$ cat src/rtl/alu_ctrl_fsm_pkg.sv
// Shared types and encodings for the multicycle ALU control unit.
// Instruction layout is [7:6] opcode, [5:4] rd, [3:2] rs1/rs, [1:0] rs2/sel.
package alu_ctrl_fsm_pkg;

  typedef enum logic [2:0] {
    S_IDLE   = 3'd0,
    S_FETCH  = 3'd1,
    S_DECODE = 3'd2,
    S_EXEC   = 3'd3,
    S_WB     = 3'd4,
    S_HALT   = 3'd5
  } state_t;

  localparam logic [1:0] OP_ADD   = 2'b00;
  localparam logic [1:0] OP_UNARY = 2'b01;
  localparam logic [1:0] OP_NOP   = 2'b10;
  localparam logic [1:0] OP_HALT  = 2'b11;

  localparam logic [1:0] SEL_PASS = 2'b00;
  localparam logic [1:0] SEL_INC  = 2'b01;
  localparam logic [1:0] SEL_SUB2 = 2'b10;
  localparam logic [1:0] SEL_DEC  = 2'b11;

  // For UNARY the rs2 field carries the ALU unary selector.
  typedef struct packed {
    logic [1:0] op;
    logic [1:0] rd;
    logic [1:0] rs1;
    logic [1:0] rs2;
  } instr_t;

endpackage

$ cat src/rtl/alu_ctrl_fetch.sv
// Instruction-fetch handshake: registered request, timeout counter and
// instruction latch. The parent FSM owns the state; this block reports events.
module alu_ctrl_fetch
  import alu_ctrl_fsm_pkg::*;
#(
  parameter int unsigned FETCH_TIMEOUT = 15
) (
  input  logic       clk,
  input  logic       rst_n,
  input  logic       in_fetch_i,
  input  logic       fetch_next_i,
  input  logic       imem_valid_i,
  input  logic [7:0] imem_data_i,
  output logic       imem_req_o,
  output logic       done_o,
  output logic       timeout_o,
  output logic [7:0] instr_o
);

  localparam logic [7:0] CNT_LAST = 8'(FETCH_TIMEOUT - 1);

  logic [7:0] cnt_q, cnt_d;
  logic       req_q;
  instr_t     instr_q, instr_d;

  // VALID wins over timeout when both land in the final FETCH cycle.
  assign done_o    = in_fetch_i & imem_valid_i;
  assign timeout_o = in_fetch_i & ~imem_valid_i & (cnt_q == CNT_LAST);

  // NOTE: every variable written here gets a default first, so no latch is inferred.
  always_comb begin
    cnt_d   = 8'd0;
    instr_d = instr_q;
    if (in_fetch_i && fetch_next_i) cnt_d = cnt_q + 8'd1;
    if (done_o)                     instr_d = instr_t'(imem_data_i);
  end

  // NOTE: state registers use non-blocking assignments so all flops update together.
  always_ff @(posedge clk or negedge rst_n) begin
    if (!rst_n) begin
      cnt_q   <= 8'd0;
      req_q   <= 1'b0;
      instr_q <= '0;
    end else begin
      cnt_q   <= cnt_d;
      req_q   <= fetch_next_i;
      instr_q <= instr_d;
    end
  end

  assign imem_req_o = req_q;
  assign instr_o    = instr_q;

endmodule

$ cat src/rtl/alu_ctrl_fsm.sv
// Multicycle control unit: fetches 8-bit instructions and drives the ALU
// controls, register-file addresses/write enable and the PC. All outputs registered.
module alu_ctrl_fsm
  import alu_ctrl_fsm_pkg::*;
#(
  parameter logic [7:0]  PC_RESET      = 8'h00,
  parameter int unsigned FETCH_TIMEOUT = 15
) (
  input  logic       CLK,
  input  logic       RST_N,
  input  logic       START,
  output logic       IMEM_REQ,
  output logic [7:0] IMEM_ADDR,
  input  logic       IMEM_VALID,
  input  logic [7:0] IMEM_DATA,
  output logic       ALUSRC,
  output logic       ALUOP,
  output logic [1:0] ALU_SEL,
  output logic [1:0] RF_RA,
  output logic [1:0] RF_RB,
  output logic       RF_WE,
  output logic [1:0] RF_WA,
  output logic       BUSY,
  output logic       HALTED,
  output logic       ERR,
  output logic [7:0] RETIRED
);

  state_t     state_q, state_d;
  logic [7:0] pc_q, pc_d, retired_q, retired_d;
  logic       err_q, err_d, busy_q, busy_d, halted_q, halted_d;
  logic       alusrc_q, alusrc_d, aluop_q, aluop_d, rf_we_q, rf_we_d;
  logic [1:0] alu_sel_q, alu_sel_d, rf_ra_q, rf_ra_d, rf_rb_q, rf_rb_d, rf_wa_q, rf_wa_d;

  logic       fetch_done, fetch_timeout;
  logic [7:0] fetch_instr;
  instr_t     instr, imem_word;

  assign instr     = instr_t'(fetch_instr);
  assign imem_word = instr_t'(IMEM_DATA);

  alu_ctrl_fetch #(
    .FETCH_TIMEOUT(FETCH_TIMEOUT)
  ) u_fetch (
    .clk          (CLK),
    .rst_n        (RST_N),
    .in_fetch_i   (state_q == S_FETCH),
    .fetch_next_i (state_d == S_FETCH),
    .imem_valid_i (IMEM_VALID),
    .imem_data_i  (IMEM_DATA),
    .imem_req_o   (IMEM_REQ),
    .done_o       (fetch_done),
    .timeout_o    (fetch_timeout),
    .instr_o      (fetch_instr)
  );

  always_comb begin
    state_d   = state_q;
    pc_d      = pc_q;
    retired_d = retired_q;
    err_d     = err_q;
    rf_ra_d   = rf_ra_q;
    rf_rb_d   = rf_rb_q;
    rf_wa_d   = rf_wa_q;
    alusrc_d  = 1'b0;
    aluop_d   = 1'b0;
    alu_sel_d = SEL_PASS;
    rf_we_d   = 1'b0;

    case (state_q)
      S_IDLE: if (START) state_d = S_FETCH;
      S_FETCH: begin
        // Read addresses are registered on the handshake edge so they are valid in DECODE.
        if (fetch_done) begin
          state_d = S_DECODE;
          if (imem_word.op == OP_ADD) begin
            rf_ra_d = imem_word.rs1;
            rf_rb_d = imem_word.rs2;
          end else if (imem_word.op == OP_UNARY) begin
            rf_ra_d = imem_word.rs1;
            rf_rb_d = 2'b00;
          end
        end else if (fetch_timeout) begin
          state_d = S_HALT;
          err_d   = 1'b1;
        end
      end
      S_DECODE: begin
        case (instr.op)
          OP_ADD: begin
            state_d   = S_EXEC;
            aluop_d   = 1'b1;
            alusrc_d  = 1'b0;
            alu_sel_d = SEL_PASS;
          end
          OP_UNARY: begin
            state_d   = S_EXEC;
            aluop_d   = 1'b1;
            alusrc_d  = 1'b1;
            alu_sel_d = instr.rs2;
          end
          OP_NOP: begin
            state_d   = S_FETCH;
            pc_d      = pc_q + 8'd1;
            retired_d = retired_q + 8'd1;
          end
          default: state_d = S_HALT;
        endcase
      end
      S_EXEC: begin
        // ALU controls held through WB so the result is stable at the write edge.
        state_d   = S_WB;
        alusrc_d  = alusrc_q;
        aluop_d   = aluop_q;
        alu_sel_d = alu_sel_q;
        rf_we_d   = 1'b1;
        rf_wa_d   = instr.rd;
      end
      S_WB: begin
        state_d   = S_FETCH;
        pc_d      = pc_q + 8'd1;
        retired_d = retired_q + 8'd1;
      end
      S_HALT: begin
        if (START) begin
          state_d   = S_FETCH;
          pc_d      = PC_RESET;
          retired_d = 8'd0;
          err_d     = 1'b0;
        end
      end
      default: state_d = S_IDLE;
    endcase

    busy_d   = (state_d == S_FETCH) || (state_d == S_DECODE) ||
               (state_d == S_EXEC)  || (state_d == S_WB);
    halted_d = (state_d == S_HALT);
  end

  always_ff @(posedge CLK or negedge RST_N) begin
    if (!RST_N) begin
      state_q   <= S_IDLE;
      pc_q      <= PC_RESET;
      retired_q <= 8'd0;
      err_q     <= 1'b0;
      busy_q    <= 1'b0;
      halted_q  <= 1'b0;
      alusrc_q  <= 1'b0;
      aluop_q   <= 1'b0;
      alu_sel_q <= 2'b00;
      rf_ra_q   <= 2'b00;
      rf_rb_q   <= 2'b00;
      rf_we_q   <= 1'b0;
      rf_wa_q   <= 2'b00;
    end else begin
      state_q   <= state_d;
      pc_q      <= pc_d;
      retired_q <= retired_d;
      err_q     <= err_d;
      busy_q    <= busy_d;
      halted_q  <= halted_d;
      alusrc_q  <= alusrc_d;
      aluop_q   <= aluop_d;
      alu_sel_q <= alu_sel_d;
      rf_ra_q   <= rf_ra_d;
      rf_rb_q   <= rf_rb_d;
      rf_we_q   <= rf_we_d;
      rf_wa_q   <= rf_wa_d;
    end
  end

  assign IMEM_ADDR = pc_q;
  assign ALUSRC    = alusrc_q;
  assign ALUOP     = aluop_q;
  assign ALU_SEL   = alu_sel_q;
  assign RF_RA     = rf_ra_q;
  assign RF_RB     = rf_rb_q;
  assign RF_WE     = rf_we_q;
  assign RF_WA     = rf_wa_q;
  assign BUSY      = busy_q;
  assign HALTED    = halted_q;
  assign ERR       = err_q;
  assign RETIRED   = retired_q;

endmodule
$ cat config.mk
export PLATFORM = sky130hd
export DESIGN_NAME = alu_ctrl_fsm
export DESIGN_NICKNAME = d
export VERILOG_FILES = /design/src/rtl/alu_ctrl_fsm_pkg.sv /design/src/rtl/alu_ctrl_fetch.sv /design/src/rtl/alu_ctrl_fsm.sv
export SDC_FILE = /design/constraint.sdc
export NUM_CORES = 1
export LEC_CHECK = 0
export ABC_AREA = 1
export CAP_MARGIN = 15
export CORE_UTILIZATION = 35
export DETAILED_ROUTE_END_ITERATION = 8
export PLACE_DENSITY = 0.64
export SLEW_MARGIN = 30
export SYNTH_ARGS = -nofsm -noshare
export SYNTH_HDL_FRONTEND = slang
export SYNTH_SLANG_ARGS = --single-unit
$ cat constraint.sdc
create_clock -name CLK -period 4 [get_ports CLK]
set_clock_uncertainty 0.05 [all_clocks]
set_input_delay 0.6 -clock CLK [delete_from_list [all_inputs] [get_ports CLK]]
set_output_delay 0.6 -clock CLK [all_outputs]
set_load 0.01 [all_outputs]
# Word level (Yosys, flattened, before mapping)
# Index checks and enable logic that the tools add are counted.
word_totals:
  in_bits: 12
  register_bits: 48
  out_inout_bits: 31
op_classes:
  mux: 26
  n_addsub: 3
  bitwise: 4
  reduce_logical: 15
  n_eq_ne: 18
ops:
  columns: ["cell", "count"]
  rows:
  - ["$pmux W8 S3", 2]
  - ["$mux W8", 4]
  - ["$add A8 B1 Y8 const B", 3]
  - ["$pmux W3 S5", 1]
  - ["$eq A3 B2 Y1 const B", 4]
  - ["$eq A3 B3 Y1 const B", 4]
  - ["$mux W2", 5]
  - ["$mux W3", 3]
  - ["$eq A8 B4 Y1 const B", 1]
  - ["$ne A2 B2 Y1 const B", 4]
  - ["$eq A3 B1 Y1 const B", 2]
  - ["$mux W1", 6]
  - ["$pmux W1 S2", 3]
  - ["$pmux W3 S2", 1]
  - ["$reduce_and A3 Y1", 2]
  - ["$eq A2 B1 Y1 const B", 2]
  - ["$logic_not A2 Y1", 2]
  - ["$pmux W2 S2", 1]
  - ["$reduce_and A4 Y1", 1]
  - ["$reduce_bool A2 Y1", 2]
  - ["$reduce_or A2 Y1", 2]
  - ["$and A1 B1 Y1", 3]
  - ["$logic_not A3 Y1", 1]
  - ["$logic_or A1 B1 Y1", 3]
  - ["other kinds (4)", 4]

# Longest topological paths before layout
depth:
  depth_word: 10
  mapped_depth: 9

# Hierarchy
# A second synthesis with hierarchy kept.
hier_totals:
  hier_cells: 298
  hier_area_um2: 2472.4
by_module_without_submodules:
  columns: ["module", "n_inst", "area_per_inst_um2", "cells_each"]
  rows:
  - ["alu_ctrl_fsm", 1, 1732.9, 213]
  - ["alu_ctrl_fetch", 1, 739.5, 85]

# Worst setup path before layout
# OpenSTA, ideal clock, no wires.
synth_timing:
  kind: "flip-flop to flip-flop"
  startpoint: "reg state_q[2]"
  endpoint: "reg rf_rb_q[0] (netlist: RF_RB[0])"
  t_arrival_ns: 1.233
  setup_ns: 0.126
  stages_incl_launch_ff: 8
  period_less_slack_ns: 1.409
  path_slack_ns: 2.591
  path_buffers: 1
  path_cell_list: "dfrtp_1 buf_4 nor3_4 nand2_1 nor2_1 inv_1 nand2_1 o21ai_0"
synth_via:
  elab_chain_len: 3
synth_rtl:
  columns: ["element", "line_no", "text"]
  rows:
  - ["start: declaration", "alu_ctrl_fsm.sv:29", "state_t state_q, state_d;"]
  - ["start signal: assignment", "alu_ctrl_fsm.sv:156", "state_q <= state_d;"]
  - ["$eq A3 B1 Y1 (*)", "alu_ctrl_fsm.sv:47, alu_ctrl_fsm.sv:70", null]
  - ["$and A1 B1 Y1", "alu_ctrl_fetch.sv:27", "assign done_o = in_fetch_i & imem_valid_i;"]
  - ["$reduce_and A3 Y1 (no source line) (*)", null, null]
  - ["end signal: assignment", "alu_ctrl_fsm.sv:166", "rf_rb_q <= rf_rb_d;"]
  - ["end: declaration", "alu_ctrl_fsm.sv:33", "logic [1:0] alu_sel_q, alu_sel_d, rf_ra_q, rf_ra_d, rf_rb_q, rf_rb_d, rf_wa_q, rf_wa_d;"]
# Every way passes the cells marked *; elsewhere a longest branch is shown, timed or not.
# A chain may end at the register's enable or synchronous reset.

# Worst setup path in the final report
layout_timing:
  startpoint: "reg pc_q[0] (netlist: IMEM_ADDR[0])"
  endpoint: "out IMEM_ADDR[0]"
layout_lines:
  columns: ["element", "line_no", "text"]
  rows:
  - ["start: declaration", "alu_ctrl_fsm.sv:30", "logic [7:0] pc_q, pc_d, retired_q, retired_d;"]
  - ["start signal: assignment", "alu_ctrl_fsm.sv:157", "pc_q <= pc_d;"]
  - ["end: declaration", "alu_ctrl_fsm.sv:13", "output logic [7:0] IMEM_ADDR,"]
# No word-level cell between the ends.

==> results.md <==
- Area Growth Syn to Fin: 24.4%
- VDD IR max: 0.000289 V
- Largest net degree at the start of global routing: 49
- Synthesis Warnings: 0
- Final setup violation count: 0
- Hold Crit Class: input port to asynchronous set/reset pin
- I/O Pins: 43
- DRT Pass-1 Iters: 6
- Yosys top cell by area: dfrtp_1
- Initial core utilization: 36.8%
- Seq cells post-synth: 48
- Clk pwr share: 17.1%
- CP delay by family, top: buffers and inverters
- CP arrival: 1.35 ns
- Routed via count divided by cell count: 4.65
- DR WL/cell: 11.5 um
- Total Wirelength: 4560 um
- Fin crit share: 50.0%
- Slew Limit Headroom: 60.1%
- Die Area: 7090 um2
- Count leader, synth: nand2_1
- N_diodes: 0
- Initial antenna violation count: 0
- Critical Path Max Stage Delay: 0.58 ns
- Reg area: 1200 um2
- Post-DP HPWL: 3280 um
- Unrepaired setup endpoints after global routing: false
- Max FO, Critical Path: 7
- CP Buf/Inv Count: 1
- Share of cells above drive strength 1: 7.84%
- Vias in the first global route: 1724
- Switching pwr: 0.000693 W
- GR Overflow Total: 0
- Post-synth top cells: nand2_1, dfrtp_1, nor2_1
- Clock sinks: 48
- CTS max path bufs: 2
- Finished Layout Cells: 396
- Static Leak: 1.33 nW
- Root buffer cell: clkbuf_8
- Internal power: 0.00110 W
- CTS buffer count: 5
- Post-Syn Area: 2360 um2
- Sw Ratio: 38.7%
- Port bufs: 42
- Core area: 6420 um2
- Highest clock rate: 500 MHz
- GRT Total Usage: 14.2%
- Hold Buf Count CTS: 0
- CP required: 3.35 ns
- Setup TNS: 0 ns
- Die height: 84.2 um
- Status: finished, violations left
- Vias: 1843
- Synth area leaders: dfrtp_1, nand2_1, nor2_1, inv_1, nand3_1
- Unique cell type count in the Yosys netlist: 28
- Reg clk slew, reported paths: 0.09 ns
- Top-area cell type share of the netlist area: 50.8%
- First-pass GRT wire length: 7950 um
- Levels on crit path: 1
- Filler cell count: 627
- PwrDens: 609 nW/um2
- Post-CTS sizing: 0
- Part of the power in combinational logic: 41.7%
- GPL Wtd Cong: 0.793
- Critical path type: flip-flop to primary output
- Worst r2r src: state_q[2]
- Post-synthesis sequential area ratio: 50.8%
- Part of the power in registers: 41.2%
- FF-to-FF path depth: 7
- Cell Chain, Critical Path: clkdlybuf4s50_1
- CP startpoint kind: flip-flop
- Failing checks: DRC
- Post-synth EDFFs: 0
- Slowest CP cell: clkdlybuf4s50_1
- CP endpoint kind: primary output
- Layout Nets: 335
- Residual DRC: 8
- Setup slack, reg-to-reg: 2.36 ns
- Post-DRT Antenna Nets: 0
- Slew Viols, Final: 0
- Die Wd: 84.2 um
- Placed Instances: 389
- Post-CTS Setup Inserts: 0
- Asr flop ratio synth: 100%
- H-tree Lvls: 2
- Std cell rows: 29
- Multi-input logic area: 1020 um2
- Final worst path period need: 2.00 ns
- Initial DRC Count: 117
- Max Cap Viol: 0
- Final Hold Vio Count: 0
- Cells after Synth: 274
- Capturing point of the worst reg2reg path: RETIRED[3]
- CTS tree: done
- Avg Cell Area, Syn: 8.63 um2
- Worst skew pair latency: 0.30 ns
- Dominant synthesized flop cell: dfrtp_1
- Worst Tran Pin Value: 0.598 ns
- Syn nets: 290
## final cells by class
class | instances | area share (%)
Timing Repair Buffer | 42 | 14.2
Tap cell | 77 | 3.28
Multi-Input combinational cell | 194 | 34.8
Inverter | 28 | 3.58
Clock buffer | 7 | 3.28
Sequential cell | 48 | 40.9
## metal layers
layer | vias up | share of wire [%] | track usage [%]
li1 | 954 | - | -
met1 | 846 | 47 | 18.5
met2 | 39 | 46 | 22.7
met3 | 4 | 5.6 | 4.52
met4 | 0 | 1.1 | 4.23
met5 | - | 0 | 0
## flip-flops by register name, summed over array words and instances (netlist names), 2 cells and up
| signal | count |
|---|---|
| RETIRED | 8 |
| RF_WA | 2 |
| RF_RA | 2 |
| u_fetch.cnt_q | 8 |
| u_fetch.instr_o | 6 |
| RF_RB | 2 |
| ALU_SEL | 2 |
| IMEM_ADDR | 8 |
| state_q | 3 |
## worst max-delay path by stage
stage                     slack, ns    startpoint      endpoint
final                          2.00  IMEM_ADDR[0]  IMEM_ADDR[0]
after global routing           1.93    RETIRED[3]    RETIRED[3]
after CTS                      1.99  IMEM_ADDR[0]  IMEM_ADDR[0]
after detailed placement       1.96         START  IMEM_ADDR[3]
after global placement         1.98         START    RETIRED[4]
after floorplan                2.59    state_q[2]      RF_RB[0]
## per-stage QoR
| step | setup slack, ns | total power (W) | util (%) | hold slack (ns) | area [um2] |
|---|---|---|---|---|---|
| 6_report | 2.00 | 0.00179 | 45.8 | 0.253 | 2940 |
| 4_1_cts | 1.99 | 0.00182 | 45.8 | 0.279 | 2940 |
| 5_1_grt | 1.93 | 0.00194 | 45.8 | 0.301 | 2940 |
| 2_1_floorplan | 2.59 | 0.00122 | - | 0.254 | 2360 |
| 3_5_place_dp | 1.96 | 0.00150 | 44.3 | 0.412 | 2840 |
| 3_3_place_gp | 1.98 | 0.00149 | 44.2 | 0.411 | 2840 |
## power by group through the flow
| stage | combinational (W) | sequential [W] | clock, W |
|---|---|---|---|
| final | 0.000747 | 0.000737 | 0.000307 |
| after global routing | 0.000843 | 0.000760 | 0.000341 |
| after CTS | 0.000758 | 0.000740 | 0.000320 |
| after detailed placement | 0.000752 | 0.000747 | 0 |
| after global placement | 0.000740 | 0.000745 | 0 |
| after floorplan | 0.000464 | 0.000760 | 0 |
## cell families (layout without fill, tap and decap cells)
| family | after synthesis | count (layout) | share of synthesized area [%] |
|---|---|---|---|
| AO/OA/AOI/OAI | 31 | 31 | 8.21 |
| AND/OR/NAND/NOR | 148 | 148 | 28.9 |
| flip-flops | 48 | 48 | 50.8 |
| XOR/XNOR | 11 | 11 | 4.08 |
| buffers and inverters | 32 | 77 | 5.93 |
| adder cells (fa/ha/maj) | 4 | 4 | 2.12 |
## layout by cell type, fill, tap and decap left out
master / instances
a21oi_1: 7
buf_4: 1
clkbuf_8: 7
clkdlybuf4s50_1: 41
dfrtp_1: 48
ha_1: 4
inv_1: 26
inv_2: 2
nand2_1: 83
nand2_4: 2
nand3_1: 14
nand3_2: 1
nand3b_1: 9
nand4_1: 1
nand4_4: 1
nor2_1: 31
nor2_4: 2
nor3_1: 1
nor3_4: 1
o21ai_0: 11
o21ai_1: 4
o21ai_2: 5
o21ai_4: 1
o22a_1: 1
o31ai_1: 2
or2_2: 2
xnor2_1: 5
xor2_1: 6
Note: power is estimated with default switching activity, not from simulation.
